--- src/rtl/mips_ctrl_pkg.sv ---
// mips_ctrl_pkg: shared state encodings, opcodes, ALU op codes and control-word type for multicycle_ctrl
package mips_ctrl_pkg;

   typedef enum logic [3:0] {
      FETCH    = 4'd0,
      DECODE   = 4'd1,
      MEM_ADDR = 4'd2,
      MEM_RD   = 4'd3,
      MEM_WB   = 4'd4,
      MEM_WR   = 4'd5,
      EXEC     = 4'd6,
      R_WB     = 4'd7,
      BRANCH   = 4'd8,
      JUMP     = 4'd9,
      ADDI_EX  = 4'd10,
      ADDI_WB  = 4'd11
   } state_e;

   localparam logic [5:0] OP_LW    = 6'b100011;
   localparam logic [5:0] OP_SW    = 6'b101011;
   localparam logic [5:0] OP_RTYPE = 6'b000000;
   localparam logic [5:0] OP_BEQ   = 6'b000100;
   localparam logic [5:0] OP_J     = 6'b000010;
   localparam logic [5:0] OP_ADDI  = 6'b001000;

   localparam logic [1:0] ALU_ADD   = 2'b00;
   localparam logic [1:0] ALU_SUB   = 2'b01;
   localparam logic [1:0] ALU_FUNCT = 2'b10;

   typedef struct packed {
      logic       pc_write;
      logic       pc_write_cond;
      logic       i_or_d;
      logic       mem_read;
      logic       mem_write;
      logic       ir_write;
      logic       mem_to_reg;
      logic       reg_dst;
      logic       reg_write;
      logic       alu_src_a;
      logic [1:0] alu_src_b;
      logic [1:0] alu_op;
      logic [1:0] pc_source;
   } ctrl_t;

endpackage

--- src/rtl/mem_wait_timer.sv ---
// mem_wait_timer: counts consecutive memory wait cycles and flags a timeout
// Ports: clk, rst_n (async active-low); cnt_en_i = in a memory state with mem_ready low;
//        timeout_o = count has reached MEM_TIMEOUT while still waiting.
module mem_wait_timer #(
   parameter int MEM_TIMEOUT = 255
) (
   input  logic clk,
   input  logic rst_n,
   input  logic cnt_en_i,
   output logic timeout_o
);

   logic [7:0] cnt_q, cnt_d;

   assign timeout_o = cnt_en_i && (cnt_q == 8'(MEM_TIMEOUT));
   // Any cycle that is not a continuing wait either leaves the state or aborts, so the count restarts.
   assign cnt_d = (cnt_en_i && !timeout_o) ? cnt_q + 8'd1 : 8'd0;

   always_ff @(posedge clk or negedge rst_n)
      if (!rst_n) cnt_q <= 8'd0;
      else cnt_q <= cnt_d;

endmodule

--- src/rtl/multicycle_ctrl.sv ---
// multicycle_ctrl: multicycle MIPS control FSM with memory-wait timeout
// Ports: clk, rst_n (async active-low); opcode, zero, mem_ready in;
//        datapath strobes/mux selects, state (debug) and mem_err (timeout pulse) out.
// Macro MULTICYCLE_ADDI_EN adds the ADDI_EX/ADDI_WB path; without it addi is unsupported.
module multicycle_ctrl
   import mips_ctrl_pkg::*;
#(
   parameter int MEM_TIMEOUT = 255
) (
   input  logic       clk,
   input  logic       rst_n,
   input  logic [5:0] opcode,
   input  logic       zero,
   input  logic       mem_ready,
   output logic       pc_write,
   output logic       pc_write_cond,
   output logic       i_or_d,
   output logic       mem_read,
   output logic       mem_write,
   output logic       ir_write,
   output logic       mem_to_reg,
   output logic       reg_dst,
   output logic       reg_write,
   output logic       alu_src_a,
   output logic [1:0] alu_src_b,
   output logic [1:0] alu_op,
   output logic [1:0] pc_source,
   output logic [3:0] state,
   output logic       mem_err
);

   state_e state_q, state_d;
   ctrl_t  ctrl;
   logic   mem_wait, timeout, unused_zero;

   // Branch condition is applied in the datapath (pc_write_cond & zero).
   assign unused_zero = zero;

   assign mem_wait = (state_q == FETCH || state_q == MEM_RD || state_q == MEM_WR) && !mem_ready;

   mem_wait_timer #(.MEM_TIMEOUT(MEM_TIMEOUT)) u_timer (
      .clk       (clk),
      .rst_n     (rst_n),
      .cnt_en_i  (mem_wait),
      .timeout_o (timeout)
   );

   always_comb begin
      state_d = state_q;
      ctrl = '0;
      case (state_q)
         FETCH: begin
            ctrl.mem_read = 1'b1;
            ctrl.alu_src_b = 2'b01;
            ctrl.alu_op = ALU_ADD;
            ctrl.pc_write = mem_ready;
            ctrl.ir_write = mem_ready;
            state_d = mem_ready ? DECODE : FETCH;
         end
         DECODE: begin
            ctrl.alu_src_b = 2'b11;
            ctrl.alu_op = ALU_ADD;
            case (opcode)
               OP_LW, OP_SW: state_d = MEM_ADDR;
               OP_RTYPE: state_d = EXEC;
               OP_BEQ: state_d = BRANCH;
               OP_J: state_d = JUMP;
`ifdef MULTICYCLE_ADDI_EN
               OP_ADDI: state_d = ADDI_EX;
`endif
               default: state_d = FETCH;
            endcase
         end
         MEM_ADDR: begin
            ctrl.alu_src_a = 1'b1;
            ctrl.alu_src_b = 2'b10;
            ctrl.alu_op = ALU_ADD;
            state_d = (opcode == OP_LW) ? MEM_RD : MEM_WR;
         end
         MEM_RD: begin
            ctrl.mem_read = 1'b1;
            ctrl.i_or_d = 1'b1;
            state_d = mem_ready ? MEM_WB : MEM_RD;
         end
         MEM_WB: begin
            ctrl.reg_write = 1'b1;
            ctrl.mem_to_reg = 1'b1;
            state_d = FETCH;
         end
         MEM_WR: begin
            ctrl.mem_write = 1'b1;
            ctrl.i_or_d = 1'b1;
            state_d = mem_ready ? FETCH : MEM_WR;
         end
         EXEC: begin
            ctrl.alu_src_a = 1'b1;
            ctrl.alu_op = ALU_FUNCT;
            state_d = R_WB;
         end
         R_WB: begin
            ctrl.reg_write = 1'b1;
            ctrl.reg_dst = 1'b1;
            state_d = FETCH;
         end
         BRANCH: begin
            ctrl.alu_src_a = 1'b1;
            ctrl.alu_op = ALU_SUB;
            ctrl.pc_write_cond = 1'b1;
            ctrl.pc_source = 2'b01;
            state_d = FETCH;
         end
         JUMP: begin
            ctrl.pc_write = 1'b1;
            ctrl.pc_source = 2'b10;
            state_d = FETCH;
         end
`ifdef MULTICYCLE_ADDI_EN
         ADDI_EX: begin
            ctrl.alu_src_a = 1'b1;
            ctrl.alu_src_b = 2'b10;
            ctrl.alu_op = ALU_ADD;
            state_d = ADDI_WB;
         end
         ADDI_WB: begin
            ctrl.reg_write = 1'b1;
            state_d = FETCH;
         end
`endif
         default: state_d = FETCH;
      endcase
      // A timed-out access is abandoned: suppress its strobes and restart at FETCH.
      if (timeout) begin
         ctrl = '0;
         state_d = FETCH;
      end
   end

   always_ff @(posedge clk or negedge rst_n)
      if (!rst_n) state_q <= FETCH;
      else state_q <= state_d;

   assign {pc_write, pc_write_cond, i_or_d, mem_read, mem_write, ir_write,
           mem_to_reg, reg_dst, reg_write, alu_src_a, alu_src_b, alu_op, pc_source} = ctrl;
   assign state = state_q;
   assign mem_err = timeout;

endmodule

--- config.mk ---
export PLATFORM = sky130hd
export DESIGN_NAME = multicycle_ctrl
export DESIGN_NICKNAME = d
export VERILOG_FILES = /design/src/rtl/mips_ctrl_pkg.sv /design/src/rtl/mem_wait_timer.sv /design/src/rtl/multicycle_ctrl.sv
export SDC_FILE = /design/constraint.sdc
export NUM_CORES = 1
export LEC_CHECK = 0
export CAP_MARGIN = 20
export CORE_MARGIN = 5
export CORE_UTILIZATION = 39
export CTS_CLUSTER_DIAMETER = 100
export DETAILED_ROUTE_END_ITERATION = 7
export GPL_TIMING_DRIVEN = 0
export PLACE_DENSITY = 0.74
export SYNTH_ARGS = -nofsm -noshare
export SYNTH_HDL_FRONTEND = slang
export SYNTH_HIERARCHICAL = 1
export SYNTH_SLANG_ARGS = --single-unit
--- constraint.sdc ---
create_clock -name clk -period 9.25 [get_ports clk]
set_clock_uncertainty 0.1 [all_clocks]
set_input_delay 2.3125 -clock clk [delete_from_list [all_inputs] [get_ports clk]]
set_output_delay 2.3125 -clock clk [all_outputs]
set_load 0.005 [all_outputs]
==> run metrics, run 1 <==
CP peak stage delay=680 ps; fin. max-slew vios=0; M1 GR Usage=0.1715; final WL=2412 um; P per Cell Area=107.3 nW/um^2; RSZ-0062 raised after global routing=false; worst-path maximum fanout=8; R2R Path Start=state[1]; Final period util=0.8069; met2 usage=0.2808; DR pass1 iterations=4; syn_nets=123; async set or reset register ratio after synthesis=1.000; clock tree buffer depth=2; maximum VDD drop=0.00009852 V; # setup viols final=0; hold buffers post-CTS=0; Final #Nets=157; synthesized area per cell=8.412 sq um; Yosys warnings=6; critical path type=in -> out; dominant synthesized flop cell=dfrtp_1; I/O Buffers=29; cell area after synthesis=942.2 sq um; part of the Yosys area used for sequential elements=0.3187; CP startpoint=mem_ready; Hold Vio Cnt, Final=0; antenna violations before repair=0; worst reg2reg endpoint=state[2]; FF-to-FF path depth=10; via/cell ratio=5.393; Max Fclk=134.0 MHz; io pins=31; Initial Utilization=0.4179; routability cong.=0.8267; clock root cell=clkbuf_4; largest net degree at the start of global routing=13; slowest cell on the critical path=nor3_1; wire per inst=13.94 um; n_diodes=0; Most Used Layer, Global Route=met2; FILL cells=233; via count=933; crit path time final=7464 ps; Iteration-0 DRC Markers=57; total setup buffers inserted after CTS=0; area of the die=3499 sq um; Total GRT Usage=0.1512; Area growth syn-to-layout=38.38%; share of cells above drive strength 1=0.1172; library cells used by synthesis=36; critical-path cell list=clkdlybuf4s50_1, nor3_1, inv_1, nor3_1, nor3_1, and3_1, or2_1, clkdlybuf4s50_1; first-pass GRT wire length=4167 um; met3 track demand over resource=0.04357; CTS tree=built; Multi-input gate area=591.8 sq um; CP arrival=5050 ps; HPWL Detailed=1878 um; cell taking the most area after synthesis=dfrtp_1; Die W=59.15 um; post-synth top area share=0.3187; most used cell, CP=nor3_1; post_cts resized=0; Antenna Violating Nets Remaining=0; EDFF count, synth=0; setup tns final=0 ps; gr ovfl total=0; Rows=17; Synth area leaders=dfrtp_1 32%, nor3_1 4.8%, nor2_1 4.4%; #FFs+latches synth=12; drt drc=0; total of max-cap violations=0; vias in the first global route=933; Startpoint Class=input port; Core Box Area=2255 sq um; Inserted Clock Buffers=3; Slew headroom=0.4698; flop-to-flop setup slack=6610 ps; clk sinks=12; status=completed; CTS H-tree lvls=1; Post-Syn Instances=112; FF/Latch Area=300.3 sq um; CP required=6840 ps; Least-Margin Pin Slew=789.2 ps; Worst-path clk slew=70 ps; leak pwr=0.4990 nW; worst skew pair latency=280 ps; Hold WC Path Type=reg -> reg; die height=59.15 um; total chip power=0.1399 mW; worst setup path end=pc_write; crit end category=output pin
cells in the final DEF (no fill, tap or decap), types with 4 or more instances in the layout:
cell type        instances
nor2b_1                  4
clkdlybuf4s50_1         29
nor2_1                  11
nor4_1                   6
o21ai_0                  8
nor3_1                   9
a21oi_1                  4
nand3_1                  4
dfrtp_1                 12
nand2_1                  7
power breakdown:
| part | internal, mW | leakage (nW) | switching [mW] | total (mW) |
|---|---|---|---|---|
| combinational | 0.0215 | 0.313 | 0.0183 | 0.0397 |
| clock | 0.0239 | 0.0210 | 0.0178 | 0.0417 |
| sequential | 0.0546 | 0.165 | 0.00383 | 0.0584 |
cell type report:
cell class	instances	area share
buffer	5	0.02975
timing repair buffer	29	0.2226
multi-input combinational	92	0.4539
inverter	3	0.008637
sequential	12	0.2303
clock buffer	4	0.02783
tap	28	0.02687
worst min path at each step:
stage,from,end,slack [ps],depth (start not counted)
6_report,u_timer/cnt_q[0],u_timer/cnt_q[0],410,1
2_1_floorplan,u_timer/cnt_q[0],u_timer/cnt_q[0],370,1
5_1_grt,u_timer/cnt_q[0],u_timer/cnt_q[0],460,1
3_3_place_gp,u_timer/cnt_q[0],u_timer/cnt_q[0],400,1
3_5_place_dp,u_timer/cnt_q[0],u_timer/cnt_q[0],400,1
4_1_cts,u_timer/cnt_q[0],u_timer/cnt_q[0],410,1
cell families (layout without fill, tap and decap cells):
| logic type | Yosys count | after routing | synth area share |
|---|---|---|---|
| AO/OA/AOI/OAI | 17 | 17 | 0.1009 |
| adder cells (fa/ha/maj) | 1 | 1 | 0.01328 |
| AND/OR/NAND/NOR | 67 | 67 | 0.4263 |
| flip-flops | 12 | 12 | 0.3187 |
| multiplexers | 1 | 1 | 0.01195 |
| XOR/XNOR | 6 | 6 | 0.07571 |
| buffers and inverters | 8 | 41 | 0.05311 |
synth_stat cells (2+ instances only):
cell / instances
a21oi_1: 4
a31oi_1: 3
and3_1: 3
buf_4: 3
dfrtp_1: 12
inv_1: 3
nand2_1: 7
nand2_2: 2
nand2b_1: 2
nand3_1: 4
nand3_2: 2
nand4_1: 2
nor2_1: 11
nor2b_1: 4
nor3_1: 9
nor3b_1: 2
nor4_1: 6
o21ai_0: 8
or2_1: 3
or3_1: 3
xnor2_1: 2
xor2_1: 3
per-stage QoR:
stage | std cells | cell area (sq um) | utilization | worst slack, ps | hold WS, ps
2_1_floorplan | 112 | 942.2 | - | 3041 | 374.4
4_1_cts | 173 | 1304 | 0.5782 | 1770 | 411.6
5_1_grt | 173 | 1304 | 0.5782 | 1553 | 460.4
3_5_place_dp | 169 | 1267 | 0.5622 | 1774 | 400.0
3_3_place_gp | 169 | 1267 | 0.5622 | 1791 | 396.3
6_report | 173 | 1304 | 0.5782 | 1786 | 411.9
flip-flops by register name, indices dropped and copies added, names as in the netlist:
register       cells
u_timer/cnt_q      8
state              4
worst max-delay path: cells and delay by family:
family / cells / cell delay (ps)
and+or+nand+nor: 5 / 1640
buffers and inverters: 3 / 1100
layer usage:
metal / wire length, um / vias to the layer above / share of wire
li1: - / 471 / -
met1: 1022 / 442 / 0.42
met2: 1291 / 20 / 0.54
met3: 98 / 0 / 0.041
met4: 0 / 0 / 0
met5: 0 / - / 0
(Power assumes the default switching activity.)
==> inputs of run 2 (changes only) <==
--- a/config.mk
+++ b/config.mk
@@ -11,7 +11,7 @@
 export CTS_CLUSTER_DIAMETER = 100
 export DETAILED_ROUTE_END_ITERATION = 7
 export GPL_TIMING_DRIVEN = 0
-export PLACE_DENSITY = 0.74
+export PLACE_DENSITY = 0.76
 export SYNTH_ARGS = -nofsm -noshare
 export SYNTH_HDL_FRONTEND = slang
 export SYNTH_HIERARCHICAL = 1
==> constraint.sdc (replaced) <==
create_clock -name clk -period 6.06 [get_ports clk]
set_clock_uncertainty 0.1 [all_clocks]
set_input_delay 1.515 -clock clk [delete_from_list [all_inputs] [get_ports clk]]
set_output_delay 1.515 -clock clk [all_outputs]
set_load 0.005 [all_outputs]
==> run metrics, run 2 (synthesis gave the netlist of run 1 again) <==
Final Cell Area=1309 sq um (+0.38%); clk sinks=12 (unchanged); FILL cells=219 (-6.0%); worst skew pair latency=270 ps (about the same); max reg flops=8 (unchanged); worst-path maximum fanout=8 (unchanged); CP required=4450 ps (-2390 ps); Final period util=0.9532; via count=948 (+1.6%); CP startpoint=mem_ready; P per Cell Area=163.4 nW/um^2 (+52%); Slew headroom=0.6392 (+0.1694); leak pwr=0.4991 nW (about the same); via/cell ratio=5.480 (+1.6%); Core Box Area=2255 sq um (unchanged); Final #Nets=157 (unchanged); largest net degree at the start of global routing=13 (unchanged); maximum VDD drop=0.0001353 V (+37%); setup tns final=0 ps (unchanged); HPWL Detailed=1933 um (+2.9%); CP arrival=4160 ps (-890 ps); Iteration-0 DRC Markers=30 (-47%); R2R Path Start=state[1]; routability cong.=0.8568 (+3.6%); placed standard-cell area=1267 sq um (unchanged); status=completed; commonest cells after routing, fill and taps aside=29 x clkdlybuf4s50_1, 12 x dfrtp_1, 11 x nor2_1; die height=59.15 um (unchanged); io pins=31 (unchanged); Cells after DPL=169 (unchanged); final WL=2584 um (+7.1%); fin. max-slew vios=0 (unchanged); CTS tree=built; drt drc=0 (unchanged); first-pass GRT wire length=4326 um (+3.8%); CTS H-tree lvls=1 (unchanged); antenna violations before repair=0 (unchanged); Hold Vio Cnt, Final=0 (unchanged); area of the die=3499 sq um (unchanged); RSZ-0062 raised after global routing=false; critical path type=in -> out; Area growth syn-to-layout=38.91%; most common cell after layout, fill and taps aside=clkdlybuf4s50_1; clock tree buffer depth=2 (unchanged); Worst-path clk slew=70 ps (about the same); vias in the first global route=912 (-2.3%); Post-Layout Cell Count=173 (unchanged); DR pass1 iterations=4 (unchanged); Least-Margin Pin Slew=538.3 ps (-251.0 ps); clock root cell=clkbuf_4; share of cells above drive strength 1=0.1241 (+0.006897); Biggest register=u_timer/cnt_q; wire per inst=14.94 um (+7.1%); Total GRT Usage=0.1577 (+0.006469); crit path time final=5776 ps; crit end category=output pin; min-delay src=u_timer/cnt_q[0]; total setup buffers inserted after CTS=0 (unchanged); Die W=59.15 um (unchanged); Initial Utilization=0.4179 (unchanged); Startpoint Class=input port; final core occ=0.5805 (+0.002220); Rows=17 (unchanged); Max Fclk=173.1 MHz; flop-to-flop setup slack=3500 ps (-3110 ps); gr ovfl total=0 (unchanged); Inserted Clock Buffers=3 (unchanged); total of max-cap violations=0 (unchanged); n_diodes=0 (unchanged); # setup viols final=0 (unchanged); Hold WC Path Type=reg -> reg; I/O Buffers=29 (unchanged); Antenna Violating Nets Remaining=0 (unchanged)
## run 2: per-layer routing
metal	vias up	routed length (um)	track usage
li1	473	-	-
met1	449	1170	0.2093
met2	24	1316	0.2618
met3	2	84	0.02832
met4	0	12	0.04207
met5	-	0	0
## run 2: power by group
part | switching [mW] | internal (mW) | total [mW]
Sequential | 0.00595 | 0.0833 | 0.0893
Clock | 0.0265 | 0.0365 | 0.0630
Combinational | 0.0287 | 0.0329 | 0.0616
## run 2: worst max-delay path, cell delays in order
cell and delay [ps]:
clkdlybuf4s50_1 520, nor3_1 330, inv_1 180, nor3_2 510, nor3_1 200, and3_1 240, or2_1 220, clkdlybuf4s50_1 450
## run 2: final cells by class
class	instances	area [sq um]	share of cell area
timing repair buffer	29	290.3	0.2218
buffer	5	38.79	0.02964
sequential	12	300.3	0.2294
tap	28	35.03	0.02677
clock buffer	4	36.28	0.02772
multi-input combinational	92	596.8	0.4560
inverter	3	11.26	0.008604
## run 2: through the flow
stage | worst slack (ps) | hold slack (ps) | power [mW]
finish | 283.7 | 423.3 | 0.2138
floorplan | 1446 | 374.4 | 0.1225
global placement | 143.8 | 394.5 | 0.1505
CTS | 27.97 | 424.9 | 0.2160
detailed placement | 86.86 | 411.4 | 0.1522
global route | 89.64 | 453.6 | 0.2276
## run 2: final timing paths
path,to,cells past startpoint
max in group asynchronous,state[1],1
min in group asynchronous,u_timer/cnt_q[2],1
setup / recovery,pc_write,8
hold / removal,u_timer/cnt_q[0],1
hold reg to reg,u_timer/cnt_q[0],1
setup reg to reg,state[3],10
## run 2: timing repair
item	CTS	global route
setup endpoints to repair	0	6
gates resized for setup	0	1
endpoints found under the hold margin	0	0
hold buffers	0	0
==> inputs of run 3 (changes only) <==
--- a/config.mk
+++ b/config.mk
@@ -12,6 +12,7 @@
 export DETAILED_ROUTE_END_ITERATION = 7
 export GPL_TIMING_DRIVEN = 0
 export PLACE_DENSITY = 0.76
+export SLEW_MARGIN = 20
 export SYNTH_ARGS = -nofsm -noshare
 export SYNTH_HDL_FRONTEND = slang
 export SYNTH_HIERARCHICAL = 1
==> results of run 3 <==
The final DEF is identical to that of run 2; final timing and power are the same.
